===== config.mk =====
export PLATFORM = sky130hd
export DESIGN_NAME = mc_cpu_core
export DESIGN_NICKNAME = d
export VERILOG_FILES = /design/src/rtl/mc_cpu_core.sv
export SDC_FILE = /design/constraint.sdc
export NUM_CORES = 1
export LEC_CHECK = 0
export ABC_AREA = 1
export CELL_PAD_IN_SITES_DETAIL_PLACEMENT = 2
export CELL_PAD_IN_SITES_GLOBAL_PLACEMENT = 2
export CORE_MARGIN = 4
export CORE_UTILIZATION = 36
export CTS_BUF_LIST = sky130_fd_sc_hd__clkbuf_2
export CTS_CLUSTER_SIZE = 28
export DETAILED_ROUTE_END_ITERATION = 7
export PLACE_DENSITY = 0.86
export SETUP_SLACK_MARGIN = 0.02
export SKIP_LAST_GASP = 1
export SLEW_MARGIN = 20
export SYNTH_ARGS = -nofsm -noshare
export SYNTH_HDL_FRONTEND = slang
export SYNTH_SLANG_ARGS = --single-unit

===== constraint.sdc =====
create_clock -name clk -period 4.6 [get_ports clk]
set_input_delay 0.69 -clock clk [delete_from_list [all_inputs] [get_ports clk]]
set_output_delay 0.69 -clock clk [all_outputs]
set_load 0.005 [all_outputs]

===== src/rtl/mc_cpu_core.sv =====
// mc_cpu_core: multi-cycle 8-bit-instruction CPU core with four general registers,
// a parametrised datapath and req/ready handshakes to external instruction and
// data memories. Each instruction passes through FETCH and EXEC; loads and stores
// add a MEM phase. Opcode 111 with a zero immediate stops the core until reset.
module mc_cpu_core #(
    parameter int DATA_WIDTH  = 8,
    parameter int PC_WIDTH    = 8,
    parameter int DADDR_WIDTH = 8
) (
    input  logic                   clk,
    input  logic                   rst,
    output logic                   i_req,
    output logic [PC_WIDTH-1:0]    i_addr,
    input  logic                   i_ready,
    input  logic [7:0]             i_data,
    output logic                   d_req,
    output logic                   d_we,
    output logic [DADDR_WIDTH-1:0] d_addr,
    output logic [DATA_WIDTH-1:0]  d_wdata,
    input  logic                   d_ready,
    input  logic [DATA_WIDTH-1:0]  d_rdata,
    output logic                   halted
);

    typedef enum logic [2:0] {
        S_START,
        S_FETCH,
        S_EXEC,
        S_MEM,
        S_HALT
    } state_t;

    localparam logic [2:0] OP_ADD = 3'b000;
    localparam logic [2:0] OP_SUB = 3'b001;
    localparam logic [2:0] OP_AND = 3'b010;
    localparam logic [2:0] OP_LDH = 3'b011;
    localparam logic [2:0] OP_LD  = 3'b100;
    localparam logic [2:0] OP_ST  = 3'b101;
    localparam logic [2:0] OP_LDL = 3'b110;
    localparam logic [2:0] OP_BGT = 3'b111;

    state_t                   state_q, state_d;
    logic [PC_WIDTH-1:0]      pc_q, pc_d;
    logic [DATA_WIDTH-1:0]    regs_q [4];
    logic [DATA_WIDTH-1:0]    regs_d [4];
    logic                     gt_q, gt_d;
    logic [7:0]               ir_q, ir_d;
    logic                     i_req_q, i_req_d;
    logic                     d_req_q, d_req_d;
    logic                     d_we_q, d_we_d;
    logic [DADDR_WIDTH-1:0]   d_addr_q, d_addr_d;
    logic [DATA_WIDTH-1:0]    d_wdata_q, d_wdata_d;
    logic                     halted_q, halted_d;

    logic [2:0]               op;
    logic [1:0]               rd_idx;
    logic [1:0]               rs_idx;
    logic [1:0]               dir_idx;
    logic [3:0]               imm;
    logic [DATA_WIDTH-1:0]    rd_val;
    logic [DATA_WIDTH-1:0]    rs_val;
    logic [DATA_WIDTH-1:0]    alu_res;
    logic [PC_WIDTH-1:0]      pc_inc;
    logic [PC_WIDTH-1:0]      imm_pc;
    logic                     fetch_done;
    logic                     mem_done;
    logic                     is_halt;
    logic                     is_mem;

    // Instruction field decode from the latched instruction register.
    assign op         = ir_q[7:5];
    assign rd_idx     = ir_q[4:3];
    assign rs_idx     = ir_q[2:1];
    assign dir_idx    = {1'b0, ir_q[4]};
    assign imm        = ir_q[3:0];
    assign rd_val     = regs_q[rd_idx];
    assign rs_val     = regs_q[rs_idx];
    assign pc_inc     = pc_q + PC_WIDTH'(1);
    assign imm_pc     = PC_WIDTH'(imm);
    assign fetch_done = i_req_q && i_ready;
    assign mem_done   = d_req_q && d_ready;
    assign is_halt    = (op == OP_BGT) && (imm == 4'd0);
    assign is_mem     = (op == OP_LD) || (op == OP_ST);

    // Ports are driven straight from flops; the fetch address is the PC itself.
    assign i_req   = i_req_q;
    assign i_addr  = pc_q;
    assign d_req   = d_req_q;
    assign d_we    = d_we_q;
    assign d_addr  = d_addr_q;
    assign d_wdata = d_wdata_q;
    assign halted  = halted_q;

    // ALU result for the three register-register operations.
    always_comb begin
        alu_res = rd_val + rs_val;
        case (op)
            OP_SUB:  alu_res = rd_val - rs_val;
            OP_AND:  alu_res = rd_val & rs_val;
            default: alu_res = rd_val + rs_val;
        endcase
    end

    // State register; reset returns the sequencer to START.
    always_ff @(posedge clk or posedge rst) begin
        if (rst) begin
            state_q <= S_START;
        end else begin
            state_q <= state_d;
        end
    end

    // Next-state logic: stalls in FETCH/MEM until the matching ready arrives.
    always_comb begin
        state_d = state_q;
        unique case (state_q)
            S_START: state_d = S_FETCH;
            S_FETCH: begin
                if (fetch_done) begin
                    state_d = S_EXEC;
                end
            end
            S_EXEC: begin
                if (is_mem) begin
                    state_d = S_MEM;
                end else if (is_halt) begin
                    state_d = S_HALT;
                end else begin
                    state_d = S_FETCH;
                end
            end
            S_MEM: begin
                if (mem_done) begin
                    state_d = S_FETCH;
                end
            end
            S_HALT:  state_d = S_HALT;
            default: state_d = S_START;
        endcase
    end

    // Datapath and registered-output updates for each state; everything holds by default.
    always_comb begin
        pc_d      = pc_q;
        regs_d    = regs_q;
        gt_d      = gt_q;
        ir_d      = ir_q;
        i_req_d   = i_req_q;
        d_req_d   = d_req_q;
        d_we_d    = d_we_q;
        d_addr_d  = d_addr_q;
        d_wdata_d = d_wdata_q;
        halted_d  = halted_q;
        unique case (state_q)
            S_START: begin
                i_req_d = 1'b1;
            end
            S_FETCH: begin
                if (fetch_done) begin
                    ir_d    = i_data;
                    i_req_d = 1'b0;
                end
            end
            S_EXEC: begin
                case (op)
                    OP_ADD, OP_SUB, OP_AND: begin
                        regs_d[rd_idx] = alu_res;
                        gt_d           = (rd_val > rs_val);
                        pc_d           = pc_inc;
                        i_req_d        = 1'b1;
                    end
                    OP_LDH: begin
                        regs_d[dir_idx][7:4] = imm;
                        pc_d                 = pc_inc;
                        i_req_d              = 1'b1;
                    end
                    OP_LDL: begin
                        regs_d[dir_idx][3:0] = imm;
                        pc_d                 = pc_inc;
                        i_req_d              = 1'b1;
                    end
                    OP_LD, OP_ST: begin
                        d_req_d   = 1'b1;
                        d_we_d    = (op == OP_ST);
                        d_addr_d  = rs_val[DADDR_WIDTH-1:0];
                        d_wdata_d = rd_val;
                    end
                    default: begin
                        if (is_halt) begin
                            halted_d = 1'b1;
                        end else begin
                            if (gt_q) begin
                                pc_d = ir_q[4] ? (pc_q - imm_pc) : (pc_q + imm_pc);
                            end else begin
                                pc_d = pc_inc;
                            end
                            i_req_d = 1'b1;
                        end
                    end
                endcase
            end
            S_MEM: begin
                if (mem_done) begin
                    if (!d_we_q) begin
                        regs_d[rd_idx] = d_rdata;
                    end
                    pc_d    = pc_inc;
                    d_req_d = 1'b0;
                    i_req_d = 1'b1;
                end
            end
            S_HALT: begin
                halted_d = 1'b1;
            end
            default: begin
                i_req_d = 1'b0;
            end
        endcase
    end

    // Architectural state and registered outputs; reset drops any pending request at once.
    always_ff @(posedge clk or posedge rst) begin
        if (rst) begin
            pc_q      <= '0;
            for (int k = 0; k < 4; k++) begin
                regs_q[k] <= '0;
            end
            gt_q      <= 1'b0;
            ir_q      <= '0;
            i_req_q   <= 1'b0;
            d_req_q   <= 1'b0;
            d_we_q    <= 1'b0;
            d_addr_q  <= '0;
            d_wdata_q <= '0;
            halted_q  <= 1'b0;
        end else begin
            pc_q      <= pc_d;
            for (int k = 0; k < 4; k++) begin
                regs_q[k] <= regs_d[k];
            end
            gt_q      <= gt_d;
            ir_q      <= ir_d;
            i_req_q   <= i_req_d;
            d_req_q   <= d_req_d;
            d_we_q    <= d_we_d;
            d_addr_q  <= d_addr_d;
            d_wdata_q <= d_wdata_d;
            halted_q  <= halted_d;
        end
    end

endmodule


==> results.json <==
{
  "cts_setup_buffers": 0,
  "cts.clk_slew.worst_paths_ns": 0.25,
  "fmax_ghz": 0.2529,
  "status": "completed",
  "yosysMostFrequentCell": "nand2_1",
  "layout-drive-gt1-share_pct": 7.103,
  "yosysWarningCount": 0,
  "insertion_delay_ns": 0.62,
  "hold_path_class": "primary input to async pin",
  "grt_antenna_before_repair": 1,
  "overflow": 0,
  "clkSinkCount": 72,
  "num_io_pins": 48,
  "report.final.slew_viol_count": 0,
  "rows": 45,
  "syn_nets": 906,
  "ys_types": 41,
  "syn_area_sq_um": 5724,
  "gp_routability_congestion": 0.9645,
  "critPathLaunchType": "flip-flop",
  "postCtsHoldBufs": 0,
  "routed_wl_mm": 24.17,
  "cpPeakStageDelay_ns": 0.67,
  "dr.first_iter.drc_count": 375,
  "clock_skew_ns": 0.03453,
  "synth-main-ff-cell": "dfrtp_1",
  "cpMostUsedCell": "inv_1",
  "worstSetupEndpointType": "flip-flop",
  "cts_max_path_buffers": 2,
  "hpwl_mm": 18.88,
  "hold_viol_final": 0,
  "cts.htree.levels": 3,
  "vias": 6258,
  "register_area_sq_um": 1802,
  "multi_input_area_sq_um": 3379,
  "worstSetupPathType": "flip-flop to flip-flop",
  "worstPathRequired_ns": 5.12,
  "n_fill_cell": 1860,
  "arrival_ns": 4.47,
  "cts_tree": "done",
  "synth_commonest_cells": "nand2_1, inv_1, nor2_1",
  "ys_seq_area_share_pct": 31.48,
  "synth_area_leaders": "dfrtp_1, nand2_1, nand3_1",
  "start_util_pct": 37.24,
  "grt_usage_pct": 27.83,
  "fin_nets": 945,
  "core_sq_um": 15370,
  "grt_pass1_vias": 6893,
  "final_antenna_net_count": 0,
  "worst_pin_slew_ns": 0.9480,
  "fp.dieW_um": 134.1,
  "setup_tns_ns": 0,
  "dieArea_sq_um": 17980,
  "ctsResizeCount": 0,
  "cp_max_fo": 16,
  "wire_per_inst_um": 21.72,
  "synth_edf_count": 0,
  "clockRootBuffer": "clkbuf_2",
  "syn_inst": 857,
  "viasPerCell": 5.623,
  "drtPass1Iterations": 5,
  "port_buffers": 47,
  "yosysTopAreaCell": "dfrtp_1",
  "path_cells": "nor2_2 > inv_1 > o22ai_1 > a21oi_1 > o21ai_0 > inv_1 > ha_1 > fa_1 > xnor2_1 > nand2_1 > o21ai_0 > nor2_1 > inv_1 > nand3_1 > nand3_1 > o21ai_1 > inv_1",
  "ys_async_sr_fraction_pct": 100.0,
  "grt_max_degree": 39,
  "rsz0062_at_grt": "no",
  "relSlewSlack_pct": 36.57,
  "synth_top_area_share_pct": 31.48,
  "cts-buffers-inserted": 9,
  "drc": 0,
  "area_growth_pct": 12.85,
  "die_h_um": 134.1,
  "grt_pass1_wl_mm": 39.27,
  "finalCritPeriodShare_pct": 85.95,
  "synth-seq-cells": 72,
  "crit_slowest_cell": "dfrtp_1",
  "fin_crit_ns": 3.954,
  "syn_area_per_cell_sq_um": 6.679,
  "finalSetupViolCount": 0,
  "cap_violations": 0
}
## per-stage QoR
step / instance area [sq um] / hold slack, ns / instances / setup WS, ns / utilization (%)
after detailed placement: 6362 / 0.4619 / 1096 / 0.8957 / 41.39
after global placement: 6362 / 0.4524 / 1096 / 0.9791 / 41.39
final: 6460 / 0.3357 / 1113 / 0.6464 / 42.03
after CTS: 6457 / 0.3393 / 1112 / 0.7761 / 42.01
after global routing: 6457 / 0.3421 / 1112 / 0.3028 / 42.01
after floorplan: 5724 / 0.4650 / 857 / 1.994 / -
## sequential cells by signal, indices dropped and copies added (netlist names)
register / flops
d_addr: 8
d_req: 1
d_wdata: 8
d_we: 1
gt_q: 1
halted: 1
i_addr: 8
i_req: 1
ir_q: 8
regs_q: 32
state_q: 3
## cells in the final DEF, fill, tap and decap left out, types with 4 or more instances in the layout
master / instances
a21oi_1: 71
dfrtp_1: 72
o22ai_1: 6
nor2_1: 81
nor2_2: 6
ha_1: 26
xor2_1: 5
nand2_1: 220
inv_2: 14
inv_1: 95
nand4_1: 12
clkdlybuf4s50_1: 47
a31oi_1: 5
nand2_2: 9
buf_4: 4
clkbuf_2: 10
nand3_1: 79
o21ai_0: 79
a22oi_1: 11
o221ai_1: 7
## layout make-up
cell class / count / share of cell area, %
Sequential cell: 72 / 27.89
Clock inverter: 6 / 0.6973
Timing Repair Buffer: 51 / 7.747
Antenna cell: 1 / 0.03874
Clock buffer: 10 / 0.7747
Tap cell: 211 / 4.087
Inverter: 111 / 6.450
Multi-Input combinational cell: 651 / 52.31
## kinds of logic (layout without fill, tap and decap cells)
group	Yosys count	in the layout	share of synthesized area, %
XOR/XNOR	6	6	0.9180
other	0	1	0
AO/OA/AOI/OAI	193	193	19.10
buffers and inverters	134	178	9.486
flip-flops	72	72	31.48
AND/OR/NAND/NOR	423	423	32.28
adder cells (fa/ha/maj)	29	29	6.732
## worst paths after layout
path                                     start                      to  slack [ns]  cells past startpoint
max                        ir_q[4]$_DFFE_PP0P_  regs_q[26]$_DFFE_PP0P_        0.65                     17
min                                        rst  d_wdata[1]$_DFFE_PP0P_        0.34                      2
max reg2reg                ir_q[4]$_DFFE_PP0P_  regs_q[26]$_DFFE_PP0P_        0.65                     17
min reg2reg                 halted$_DFFE_PP0P_      halted$_DFFE_PP0P_        0.51                      1
max in group asynchronous                  rst   regs_q[6]$_DFFE_PP0P_        3.35                      3
min in group clk            halted$_DFFE_PP0P_      halted$_DFFE_PP0P_        0.51                      1
## metal layers
layer	global-route usage (%)	share of wire (%)
met4	7.410	2.3
met5	0	0.029
met2	47.00	48
met3	4.164	4.3
met1	37.42	45
## worst max-delay path, delay by kind of cell (launching register included)
family                   cells  cell delay, ns
AND/OR/NAND/NOR              5            1.14
AO/OA/AOI/OAI                5            0.69
flip-flops                   1            0.67
adder cells (fa/ha/maj)      2            0.66
buffers and inverters        4            0.55
XOR/XNOR                     1            0.15
Power is left out: the tool's default activity adds up to more than one toggle a clock period on the data nets, which glitch-free logic cannot reach.
